File: src/rtl/mem_arb_pkg.sv
// Shared widths, FSM state encoding and port index type for the memory port arbiter.
package mem_arb_pkg;

  localparam int DEF_AW   = 13;
  localparam int DEF_DW   = 8;
  localparam int DEF_LENW = 2;

  typedef enum logic [1:0] {
    IDLE  = 2'd0,
    READ  = 2'd1,
    WRITE = 2'd2
  } state_t;

  typedef logic port_t;

  function automatic logic [1:0] port_onehot(input port_t p);
    return p ? 2'b10 : 2'b01;
  endfunction

endpackage

File: src/rtl/rr_arbiter2.sv
// Two-way round-robin winner select (combinational); last-granted pointer registered on accept.
// No backpressure of its own: the caller decides when a grant is taken via accept.
module rr_arbiter2
  import mem_arb_pkg::*;
(
  input  logic       clk,
  input  logic       rst,
  input  logic [1:0] req,
  input  logic       accept,
  output port_t      winner,
  output logic       any
);

  port_t last;

  always_comb begin
    winner = 1'b0;
    if (req == 2'b11) winner = ~last;
    else              winner = req[1];
  end

  assign any = |req;

  // Reset value 1 hands the first tie to port 0.
  always_ff @(posedge clk or posedge rst) begin
    if (rst)                last <= 1'b1;
    else if (accept && any) last <= winner;
  end

endmodule

File: src/rtl/mem_port_arbiter.sv
// Shares one byte-wide memory between fetch (port 0) and load/store (port 1); grant 1 cycle after request,
// read data 1 cycle after each read strobe. Requests are held by the ports and ignored while a transaction runs.
module mem_port_arbiter
  import mem_arb_pkg::*;
#(
  parameter int AW   = DEF_AW,
  parameter int DW   = DEF_DW,
  parameter int LENW = DEF_LENW
) (
  input  logic            clk,
  input  logic            rst,
  input  logic [1:0]      req,
  input  logic [1:0]      we,
  input  logic [AW-1:0]   addr0,
  input  logic [AW-1:0]   addr1,
  input  logic [LENW-1:0] len0,
  input  logic [LENW-1:0] len1,
  input  logic [DW-1:0]   wdata0,
  input  logic [DW-1:0]   wdata1,
  output logic [1:0]      gnt,
  output logic [1:0]      rvalid,
  output logic [DW-1:0]   rdata,
  output logic [1:0]      done,
  output logic [AW-1:0]   mem_addr,
  output logic [DW-1:0]   mem_wr,
  output logic            mem_write,
  output logic            mem_read,
  input  logic [DW-1:0]   mem_rd
);

  state_t          state, state_n;
  port_t           winner, owner, owner_n;
  logic            any, accept;
  logic [AW-1:0]   base, base_n;
  logic [LENW-1:0] last_beat, last_beat_n;
  logic [LENW-1:0] beat, beat_n;

  logic [1:0]      gnt_n, rvalid_n, done_n;
  logic [DW-1:0]   rdata_n, mem_wr_n;
  logic [AW-1:0]   mem_addr_n;
  logic            mem_write_n, mem_read_n;

  rr_arbiter2 u_rr (
    .clk    (clk),
    .rst    (rst),
    .req    (req),
    .accept (accept),
    .winner (winner),
    .any    (any)
  );

  always_comb begin
    state_n     = state;
    owner_n     = owner;
    base_n      = base;
    last_beat_n = last_beat;
    beat_n      = beat;
    accept      = 1'b0;
    gnt_n       = '0;
    rvalid_n    = '0;
    done_n      = '0;
    rdata_n     = rdata;
    mem_addr_n  = mem_addr;
    mem_wr_n    = mem_wr;
    mem_write_n = 1'b0;
    mem_read_n  = 1'b0;

    case (state)
      IDLE: begin
        if (any) begin
          accept      = 1'b1;
          owner_n     = winner;
          gnt_n       = port_onehot(winner);
          base_n      = winner ? addr1 : addr0;
          mem_addr_n  = winner ? addr1 : addr0;
          beat_n      = '0;
          if (we[winner]) begin
            last_beat_n = '0;
            mem_wr_n    = winner ? wdata1 : wdata0;
            mem_write_n = 1'b1;
            state_n     = WRITE;
          end else begin
            last_beat_n = winner ? len1 : len0;
            mem_read_n  = 1'b1;
            state_n     = READ;
          end
        end
      end
      READ: begin
        // Byte for the current beat is on mem_rd now; it shows up on rdata next cycle.
        rdata_n  = mem_rd;
        rvalid_n = port_onehot(owner);
        if (beat == last_beat) begin
          done_n  = port_onehot(owner);
          state_n = IDLE;
        end else begin
          beat_n     = beat + 1'b1;
          mem_addr_n = base + AW'(beat_n);
          mem_read_n = 1'b1;
        end
      end
      WRITE: begin
        done_n  = port_onehot(owner);
        state_n = IDLE;
      end
      default: state_n = IDLE;
    endcase
  end

  always_ff @(posedge clk or posedge rst) begin
    if (rst) begin
      state     <= IDLE;
      owner     <= 1'b0;
      base      <= '0;
      last_beat <= '0;
      beat      <= '0;
      gnt       <= '0;
      rvalid    <= '0;
      done      <= '0;
      rdata     <= '0;
      mem_addr  <= '0;
      mem_wr    <= '0;
      mem_write <= 1'b0;
      mem_read  <= 1'b0;
    end else begin
      state     <= state_n;
      owner     <= owner_n;
      base      <= base_n;
      last_beat <= last_beat_n;
      beat      <= beat_n;
      gnt       <= gnt_n;
      rvalid    <= rvalid_n;
      done      <= done_n;
      rdata     <= rdata_n;
      mem_addr  <= mem_addr_n;
      mem_wr    <= mem_wr_n;
      mem_write <= mem_write_n;
      mem_read  <= mem_read_n;
    end
  end

endmodule

File: config.mk
export PLATFORM = sky130hd
export DESIGN_NAME = mem_port_arbiter
export DESIGN_NICKNAME = d
export VERILOG_FILES = /design/src/rtl/mem_arb_pkg.sv /design/src/rtl/rr_arbiter2.sv /design/src/rtl/mem_port_arbiter.sv
export SDC_FILE = /design/constraint.sdc
export NUM_CORES = 1
export LEC_CHECK = 0
export BUFFER_PORTS_ARGS = -buffer_cell sky130_fd_sc_hd__buf_2
export CAP_MARGIN = 15
export CORE_UTILIZATION = 45
export DETAILED_ROUTE_END_ITERATION = 12
export HOLD_SLACK_MARGIN = 0.05
export PLACE_DENSITY = 0.86
export SLEW_MARGIN = 20
export SYNTH_ARGS = -nofsm -noshare
export SYNTH_HDL_FRONTEND = slang
export SYNTH_HIERARCHICAL = 1
export SYNTH_SLANG_ARGS = --single-unit
File: constraint.sdc
create_clock -name clk -period 2.13 [get_ports clk]
set_input_delay 0.1065 -clock clk [delete_from_list [all_inputs] [get_ports clk]]
set_output_delay 0.1065 -clock clk [all_outputs]
set_load 0.1 [all_outputs]
==> results of run 1 <==
-- layout make-up --
class	instances	area share [%]
clock buffers	13	3.95
clock inverters	3	0.399
inverters	13	1.30
multi-input cells	194	34.9
flip-flops and latches	58	38.6
well taps	75	2.49
repair buffers	117	18.3
-- worst max-delay path by stage --
stage / cells past startpoint / to / slack, ns / startpoint
floorplan: 6 / mem_addr[12] / 0.13 / beat[1]
global placement: 6 / mem_addr[12] / 0.21 / beat[1]
detailed placement: 6 / mem_addr[12] / 0.11 / beat[1]
CTS: 8 / u_rr/last / 0.08 / state[0]
global route: 8 / mem_addr[10] / 0.003 / beat[0]
finish: 8 / mem_addr[10] / 0.12 / beat[0]
-- per-layer routing --
layer  vias up  routed length [um]  global-route usage [%]  share of wire (%)
met5         -                   0                       0                  0
met4         0                  65                    6.84               0.96
met3         7                 437                    6.67                6.5
met2        89                3330                    39.0                 49
met1      1140                2930                    28.3                 43
li1       1208                   -                       -                  -
-- cells by family (layout without fill, tap and decap cells) --
| family | after synthesis | after routing | share of synthesized area, % |
|---|---|---|---|
| adders and majority gates | 6 | 6 | 2.88 |
| and+or+nand+nor | 81 | 81 | 12.9 |
| muxes | 35 | 35 | 12.7 |
| DFF | 58 | 58 | 50.6 |
| buffers and inverters | 27 | 146 | 4.71 |
| AOI/OAI and AO/OA | 67 | 67 | 14.6 |
| xor gates and xnor gates | 5 | 5 | 1.53 |
-- metrics by stage --
step	setup slack, ns	hold WS (ns)	utilization [%]	std cells
detailed placement	0.111	0.131	57.6	446
floorplan	0.126	-0.00380	-	279
global route	0.00290	0.0717	62.5	473
finish	0.116	0.0648	62.5	473
global placement	0.214	0.120	57.6	446
CTS	0.0768	0.0518	62.1	473
-- worst min-delay path, stage by stage --
cell and delay [ns]:
buf_2 0.07, mux2i_1 0.05, o21ai_0 0.13
-- synthesized netlist by cell type (3+ instances only) --
library cell | n | area [um2]
xnor2_1 | 3 | 26.3
a21oi_1 | 11 | 55.1
mux2_2 | 12 | 135
dfrtp_1 | 57 | 1430
o21ai_0 | 30 | 150
clkbuf_1 | 4 | 15.0
nor4_1 | 3 | 18.8
and2_0 | 3 | 18.8
a31o_1 | 3 | 26.3
mux2i_1 | 23 | 230
inv_1 | 13 | 48.8
buf_2 | 6 | 30.0
o31ai_1 | 5 | 37.5
nand2_1 | 41 | 154
nand3_1 | 5 | 25.0
a31oi_1 | 3 | 18.8
nor3_1 | 7 | 35.0
nor2_1 | 9 | 33.8
ha_1 | 5 | 62.6
-- flip-flops by register name, summed over array words and instances (netlist names) --
signal and cells:
rvalid 2, mem_addr 13, last_beat 2, done 2, mem_wr 8, beat 2
mem_read 1, mem_write 1, u_rr/last 1, rdata 8, gnt 2, base 13
owner 1, state 2
-- what timing repair did --
action                                  CTS  global route
hold buffers                             11             0
gates resized for setup                   0             6
endpoints found under the setup margin    0            11
hold endpoints to repair                 32             0
==> reports/qor.txt, run 1 <==
Sequential Area: 0.00145 mm2
Die ar.: 0.00670 mm2
CTS tree: yes
Clock sinks: 58
Worst Setup Path Type: flip-flop to flip-flop
P&R area growth vs syn: 31.2%
Post-synthesis cell count: 279
Largest net degree at the start of global routing: 36
Crit path DAT: 2.29 ns
Vias in the first global route: 2,439
Post-Syn Area: 0.00287 mm2
Hold Path Sink: mem_wr[1]
Multi-input logic area: 0.00132 mm2
Final Hold Viols: 0
Worst reg2reg path depth: 8
Status: complete, no violations
# diodes: 0
Placed instance area: 0.00347 mm2
Total negative setup slack: 0 ns
Port Buf Inserts: 96
Syn_nets: 345
Design area: 0.00376 mm2
Die Span Y: 81.9 um
Worst Hold Depth: 3
Root Buffer: clkbuf_8
CP top delay family: simple AND/OR/NAND/NOR gates
Via Count: 2,444
Normalized max-slew margin: 60.6%
WL per Instance: 14.3 um
FF+latch count, synth: 58
RSZ-0062 raised after global routing: no
Chip Width: 81.9 um
Worst path cell trace: inv_1, ha_1, fa_2, nand4_1, buf_4, or4_1, nand3_1, a22o_2
Netlist cell types: 47
FF-to-FF Start: beat[0]
Reg clk slew, reported paths: 0.06 ns
Final setup viols: 0
ANT nets after route: 0
Worst Hold Class: input port to flip-flop
Layout Skew: 0.00604 ns
FF-to-FF End: mem_addr[10]
DRC violations left: 0
Total number of yosys warnings: 6
Clk_lat worst skew: 0.33 ns
Initial antenna violation count: 0
Routability cong.: 0.848
Worst Path Required: 2.40 ns
Via density: 5.17
Post-synth EDFFs: 0
Fin crit share: 94.6%
R2R Setup Slk: 0.12 ns
DP HPWL: 4.86 mm
Worst slew pin tran: 0.591 ns
Most frequent cells in the layout: 96 x buf_2, 57 x dfrtp_1, 40 x nand2_1
Max-cap viol count: 0
Global-route wire length before repair: 11.3 mm
CP Max Fanout: 7
Buffers and inverters on the worst path: 2
CP endpoint kind: flip-flop
HP Start: wdata0[1]
Detailed Route Iter0 Violations: 138
Rows: 28
Fin. max-slew vios: 0
# IOs: 97
Layout cells sized above 1: 36.7%
GRT overflow: 0
Detailed Routing Iterations Pass 1: 4
Core box area: 0.00603 mm2
GRT Resource Usage Total: 23.0%
Commonest non-fill, non-tap cell in the layout: buf_2
Synth Flop Type: dfrtp_1
Post-synth ARST share: 100%
H-tree lvl count: 3
Initial core utilization: 47.6%
Fillers: 548
Startpoint Class: flip-flop
Seq/Total Area, Yosys: 50.6%
Bufs on Longest Clock Path: 2
CTS Buf Count: 9
Fmax: 496 MHz
Final min period: 2.01 ns
Crit-path slowest cell: dfrtp_1
DRT Wirelength: 6.76 mm
Nets: 459
Number of setup buffers added after CTS: 0
Mean post-synth cell area: 10.3 um2
Slowest cell delay on critical path: 0.44 ns
Power of run 1 is not shown: default switching activity piles up to over one toggle a cycle in this logic, so the estimate is an artifact.
==> inputs of run 2 (changes only) <==
--- a/config.mk
+++ b/config.mk
@@ -6,11 +6,12 @@
 export NUM_CORES = 1
 export LEC_CHECK = 0
 export BUFFER_PORTS_ARGS = -buffer_cell sky130_fd_sc_hd__buf_2
-export CAP_MARGIN = 15
+export CAP_MARGIN = 10
 export CORE_UTILIZATION = 45
 export DETAILED_ROUTE_END_ITERATION = 12
 export HOLD_SLACK_MARGIN = 0.05
 export PLACE_DENSITY = 0.86
+export SETUP_SLACK_MARGIN = 0.2
 export SLEW_MARGIN = 20
 export SYNTH_ARGS = -nofsm -noshare
 export SYNTH_HDL_FRONTEND = slang
==> run 2 against run 1 <==
Compared with the run above: non-clock buffer count increased by 7; clock-buffer cell count rose by 1; worst setup slack gained 0.052 ns; critical path type unchanged.
==> reports/qor.txt, run 2 (synthesis gave the netlist of run 1 again) <==
FF-to-FF End: mem_addr[12] (was mem_addr[10])
CTS Buf Count: 9 (unchanged)
Most frequent cells in the layout: 97 x buf_2, 55 x dfrtp_1, 40 x nand2_1 (was 96 x buf_2, 57 x dfrtp_1, 40 x nand2_1)
Via density: 5.28 (was 5.17)
Routing usage on met3: 5.33% (was 6.67%)
Worst Path Required: 2.35 ns (was 2.40 ns)
Initial antenna violation count: 0 (unchanged)
Worst slew pin tran: 0.569 ns (was 0.591 ns)
Global-route wire length before repair: 11.1 mm (was 11.3 mm)
Biggest regs: base x13, mem_addr x13 (unchanged)
Port Buf Inserts: 96 (unchanged)
WL per Instance: 14.8 um (was 14.3 um)
Fillers: 488 (was 548)
Largest net degree at the start of global routing: 33 (was 36)
Clk_lat worst skew: 0.34 ns (was 0.33 ns)
GRT overflow: 0 (unchanged)
# IOs: 97 (unchanged)
Initial core utilization: 47.6% (unchanged)
Final setup viols: 0 (unchanged)
Worst setup margin: 0.168 ns (was 0.116 ns)
Detailed Routing Iterations Pass 1: 4 (unchanged)
ANT nets after route: 0 (unchanged)
Total negative setup slack: 0 ns (unchanged)
CTS tree: yes (unchanged)
Met1 usage: 27.2% (was 28.3%)
Worst reg2reg path depth: 7 (was 8)
Detailed Route Iter0 Violations: 177 (was 138)
Max-cap viol count: 0 (unchanged)
CP Launch Point: beat[0] (unchanged)
RSZ-0062 raised after global routing: yes (was no)
Final Hold Viols: 0 (unchanged)
Via Count: 2,532 (was 2,444)
Layout cells sized above 1: 40.2% (was 36.7%)
P&R area growth vs syn: 35.0% (was 31.2%)
Root Buffer: clkbuf_8 (unchanged)
Fmax: 510 MHz (was 496 MHz)
Die Span Y: 81.9 um (unchanged)
R2R Setup Slk: 0.17 ns (was 0.12 ns)
Startpoint Class: flip-flop (unchanged)
Final min period: 1.96 ns (was 2.01 ns)
Rows: 28 (unchanged)
Normalized max-slew margin: 62.0% (was 60.6%)
Fin. max-slew vios: 0 (unchanged)
Reg clk slew, reported paths: 0.07 ns (was 0.06 ns)
CP endpoint kind: flip-flop (unchanged)
Commonest non-fill, non-tap cell in the layout: buf_2 (unchanged)
Fin cells: 480 (was 473)
Die ar.: 0.00670 mm2 (unchanged)
Layout Skew: 0.00919 ns (was 0.00604 ns)
M2 GR Usage: 36.9% (was 39.0%)
FF-to-FF Start: beat[0] (unchanged)
Placed Cells incl. Taps: 447 (was 446)
Vias in the first global route: 2,445 (was 2,439)
Pre-CTS setup slack: 0.133 ns (was 0.111 ns)
Worst Hold Class: input port to flip-flop (unchanged)
Clock sinks: 58 (unchanged)
Fin util: 64.3% (was 62.5%)
# diodes: 0 (unchanged)
Nets: 466 (was 459)
Chip Width: 81.9 um (unchanged)
DRC violations left: 0 (unchanged)
Crit path DAT: 2.19 ns (was 2.29 ns)
CP Max Fanout: 3 (was 7)
DRT Wirelength: 7.10 mm (was 6.76 mm)
Bufs on Longest Clock Path: 2 (unchanged)
Top Usage Layer GRT: met2 (unchanged)
DP HPWL: 4.90 mm (was 4.86 mm)
Core box area: 0.00603 mm2 (unchanged)
Status: complete, no violations (unchanged)
End of the critical path: mem_addr[12] (was mem_addr[10])
Routability cong.: 0.821 (was 0.848)
H-tree lvl count: 3 (unchanged)
Fin crit share: 92.1% (was 94.6%)
Worst Setup Path Type: flip-flop to flip-flop (unchanged)
GRT Resource Usage Total: 22.5% (was 23.0%)
run 2: cell types whose count changed in the layout (fill, tap and decap cells not counted), sizes merged:
cell / before / now
buf: 106 / 113
clkbuf: 13 / 14
clkinv: 3 / 2
run 2: how the worst min path moves through the flow:
stage / endpoint / start / depth (start not counted) / slack, ns
floorplan: u_rr/last / rst / 1 / -0.004
global placement: u_rr/last / rst / 2 / 0.13
detailed placement: u_rr/last / rst / 2 / 0.14
CTS: mem_wr[4] / wdata1[4] / 3 / 0.05
global route: base[1] / addr0[1] / 3 / 0.07
finish: mem_wr[4] / wdata1[4] / 3 / 0.06
run 2: worst max-delay path, cell delays in order (launching register included):
cell and delay (ns):
dfrtp_2 0.44, inv_2 0.11, ha_4 0.14, fa_2 0.20, nand4_1 0.16, nor4_2 0.20, mux2_2 0.37, a22o_2 0.21
run 2: layout make-up:
class                      instances  area (um2)  area share [%]
tap                               75        93.8            2.42
multi-input combinational        194        1360            35.1
inverter                          13        48.8            1.26
clock buffer                      14         173            4.46
sequential                        58        1460            37.6
timing repair buffer             124         736            19.0
clock inverter                     2        10.0           0.258
run 2: routing by layer:
layer,vias up,routed length (um)
met5,-,0
li1,1227,-
met3,19,408
met2,91,3430
met1,1195,3050
met4,0,218
run 2: timing repair:
action,4_1_cts,5_1_grt
gates cloned,0,1
hold endpoints to repair,36,0
pin swaps,2,3
setup endpoints to repair,9,21
buffers inserted,1,4
gates resized for setup,8,12
hold buffers,11,0
run 2: stage by stage:
stage          cell area, um2  hold slack (ns)
2_1_floorplan            2870         -0.00380
3_3_place_gp             3460            0.128
3_5_place_dp             3460            0.137
4_1_cts                  3800           0.0510
5_1_grt                  3870           0.0677
6_report                 3870           0.0626
Power of run 2 is left out for the same reason.
==> inputs of run 3 (changes only) <==
--- a/config.mk
+++ b/config.mk
@@ -7,10 +7,11 @@
 export LEC_CHECK = 0
 export BUFFER_PORTS_ARGS = -buffer_cell sky130_fd_sc_hd__buf_2
 export CAP_MARGIN = 10
-export CORE_UTILIZATION = 45
+export CORE_MARGIN = 4
+export CORE_UTILIZATION = 54
 export DETAILED_ROUTE_END_ITERATION = 12
 export HOLD_SLACK_MARGIN = 0.05
-export PLACE_DENSITY = 0.86
+export PLACE_DENSITY = 0.95
 export SETUP_SLACK_MARGIN = 0.2
 export SLEW_MARGIN = 20
 export SYNTH_ARGS = -nofsm -noshare
==> constraint.sdc (replaced) <==
create_clock -name clk -period 2.5 [get_ports clk]
set_input_delay 0.125 -clock clk [delete_from_list [all_inputs] [get_ports clk]]
set_output_delay 0.125 -clock clk [all_outputs]
set_load 0.1 [all_outputs]
==> run 3 against run 2 <==
Compared with the run above: clock skew is 0.0017 ns higher; first-iteration DRC count is 21% lower; register-to-register slack better by 0.19 ns; critical path depth is 1 lower; via count is 1.2% lower; non-clock buffer count is 9 lower; critical path type unchanged; critical endpoint is now mem_addr[11].
==> reports/qor.txt, run 3 (synthesis gave the netlist of run 1 again) <==
Startpoint Class: flip-flop (unchanged)
Number of setup buffers added after CTS: 0 (was 1)
HP Start: req[1] (was wdata1[4])
Max-cap viol count: 0 (unchanged)
CTS Buf Count: 9 (unchanged)
RSZ-0062 raised after global routing: no (was yes)
Clk_lat worst skew: 0.34 ns (about the same)
CTS tree: yes (unchanged)
DP HPWL: 4.94 mm (was 4.90 mm)
Crit path DAT: 2.39 ns (was 2.19 ns)
Layout cells sized above 1: 35.9% (was 40.2%)
P&R area growth vs syn: 31.9% (was 35.0%)
Commonest non-fill, non-tap cell in the layout: buf_2 (unchanged)
Die ar.: 0.00655 mm2 (was 0.00670 mm2)
Final Hold Viols: 0 (unchanged)
Chip Width: 80.9 um (was 81.9 um)
Worst Path Required: 2.75 ns (was 2.35 ns)
Core box area: 0.00514 mm2 (was 0.00603 mm2)
DRC violations left: 0 (unchanged)
Worst Hold Depth: 3 (unchanged)
ANT nets after route: 0 (unchanged)
Buffers and inverters on the worst path: 0 (was 1)
Layout Skew: 0.0109 ns (was 0.00919 ns)
Bufs on Longest Clock Path: 2 (unchanged)
Worst Hold Class: input port to flip-flop (unchanged)
Worst slew pin tran: 0.812 ns (was 0.569 ns)
Root Buffer: clkbuf_8 (unchanged)
Fin crit share: 85.6% (was 92.1%)
Detailed Routing Iterations Pass 1: 4 (unchanged)
Routability cong.: 0.799 (was 0.821)
# IOs: 97 (unchanged)
Port Buf Inserts: 96 (unchanged)
H-tree lvl count: 3 (unchanged)
Vias in the first global route: 2,543 (was 2,445)
Normalized max-slew margin: 45.8% (was 62.0%)
Hold Path Sink: u_rr/last (was mem_wr[4])
CP Max Fanout: 8 (was 3)
Biggest regs: base x13, mem_addr x13 (unchanged)
Worst reg2reg path depth: 6 (was 7)
Initial core utilization: 55.8% (was 47.6%)
Crit-path slowest cell: a21oi_1 (was dfrtp_2)
Nets: 457 (was 466)
WL per Instance: 14.7 um (was 14.8 um)
FF-to-FF Start: beat[1] (was beat[0])
Via Count: 2,502 (was 2,532)
Largest net degree at the start of global routing: 41 (was 33)
Fmax: 467 MHz (was 510 MHz)
Final min period: 2.14 ns (was 1.96 ns)
CP top delay family: compound AO/OA/AOI/OAI gates (was flip-flops)
Worst path cell trace: xor2_1, ha_1, a21oi_1, nor4_1, and3_1, o31ai_2 (was inv_2, ha_4, fa_2, nand4_1, nor4_2, mux2_2, a22o_2)
Via density: 5.37 (was 5.28)
GRT overflow: 0 (unchanged)
GRT Resource Usage Total: 22.5% (about the same)
Detailed Route Iter0 Violations: 140 (was 177)
Global-route wire length before repair: 11.4 mm (was 11.1 mm)
DRT Wirelength: 6.86 mm (was 7.10 mm)
Rows: 26 (was 28)
FF-to-FF End: mem_addr[11] (was mem_addr[12])
Initial antenna violation count: 0 (unchanged)
Most frequent cells in the layout: 96 x buf_2, 57 x dfrtp_1, 40 x nand2_1 (was 97 x buf_2, 55 x dfrtp_1, 40 x nand2_1)
Slowest cell delay on critical path: 0.47 ns (was 0.44 ns)
Fin. max-slew vios: 0 (unchanged)
Reg clk slew, reported paths: 0.06 ns (was 0.07 ns)
Worst Setup Path Type: flip-flop to flip-flop (unchanged)
Status: complete, no violations (unchanged)
Die Span Y: 80.9 um (was 81.9 um)
Clock sinks: 58 (unchanged)
Fin util: 73.7% (was 64.3%)
R2R Setup Slk: 0.36 ns (was 0.17 ns)
Total negative setup slack: 0 ns (unchanged)
# diodes: 0 (unchanged)
CP endpoint kind: flip-flop (unchanged)
Final setup viols: 0 (unchanged)
[run 3: tightest hold or removal path, stage by stage]
cell and delay [ns]:
buf_2 0.11, a21oi_1 0.11, a31oi_1 0.05
[run 3: timing repair]
| item | CTS | global route |
|---|---|---|
| setup endpoints to repair | 0 | 2 |
| endpoints found under the hold margin | 49 | 0 |
| hold buffers | 10 | 0 |
| resized for setup | 0 | 1 |
[run 3: worst max-delay path by stage]
stage	from	endpoint	slack, ns	cells after the start
floorplan	beat[1]	mem_addr[12]	0.50	6
global placement	state[0]	mem_addr[4]	0.52	7
detailed placement	state[0]	mem_addr[4]	0.40	7
CTS	state[0]	mem_addr[4]	0.36	7
global route	beat[1]	mem_addr[11]	0.21	6
finish	beat[1]	mem_addr[11]	0.36	6
[run 3: layer usage]
| metal | up-vias | part of all wire (%) | track usage [%] |
|---|---|---|---|
| li1 | 1207 | - | - |
| met1 | 1164 | 42 | 28.8 |
| met4 | 0 | 2.7 | 12.5 |
| met3 | 18 | 7.6 | 4.66 |
| met5 | - | 0 | 0 |
| met2 | 113 | 48 | 35.6 |
[run 3: final cells by class]
class / instances / area [um2]
flip-flops and latches: 58 / 1450
fillers: 369 / 1350
multi-input cells: 194 / 1300
repair buffers: 115 / 648
clock buffers: 12 / 155
clock inverters: 4 / 97.6
well taps: 70 / 87.6
inverters: 13 / 48.8
[run 3: through the flow]
stage                     worst slack [ns]  instances  hold slack, ns  cell area [um2]
after floorplan                      0.496        279          0.0147             2870
after global placement               0.520        440           0.138             3430
after detailed placement             0.403        440           0.141             3430
after CTS                            0.364        466          0.0571             3780
after global routing                 0.212        466          0.0887             3790
final                                0.360        466          0.0702             3790
Power of run 3 is left out for the same reason.
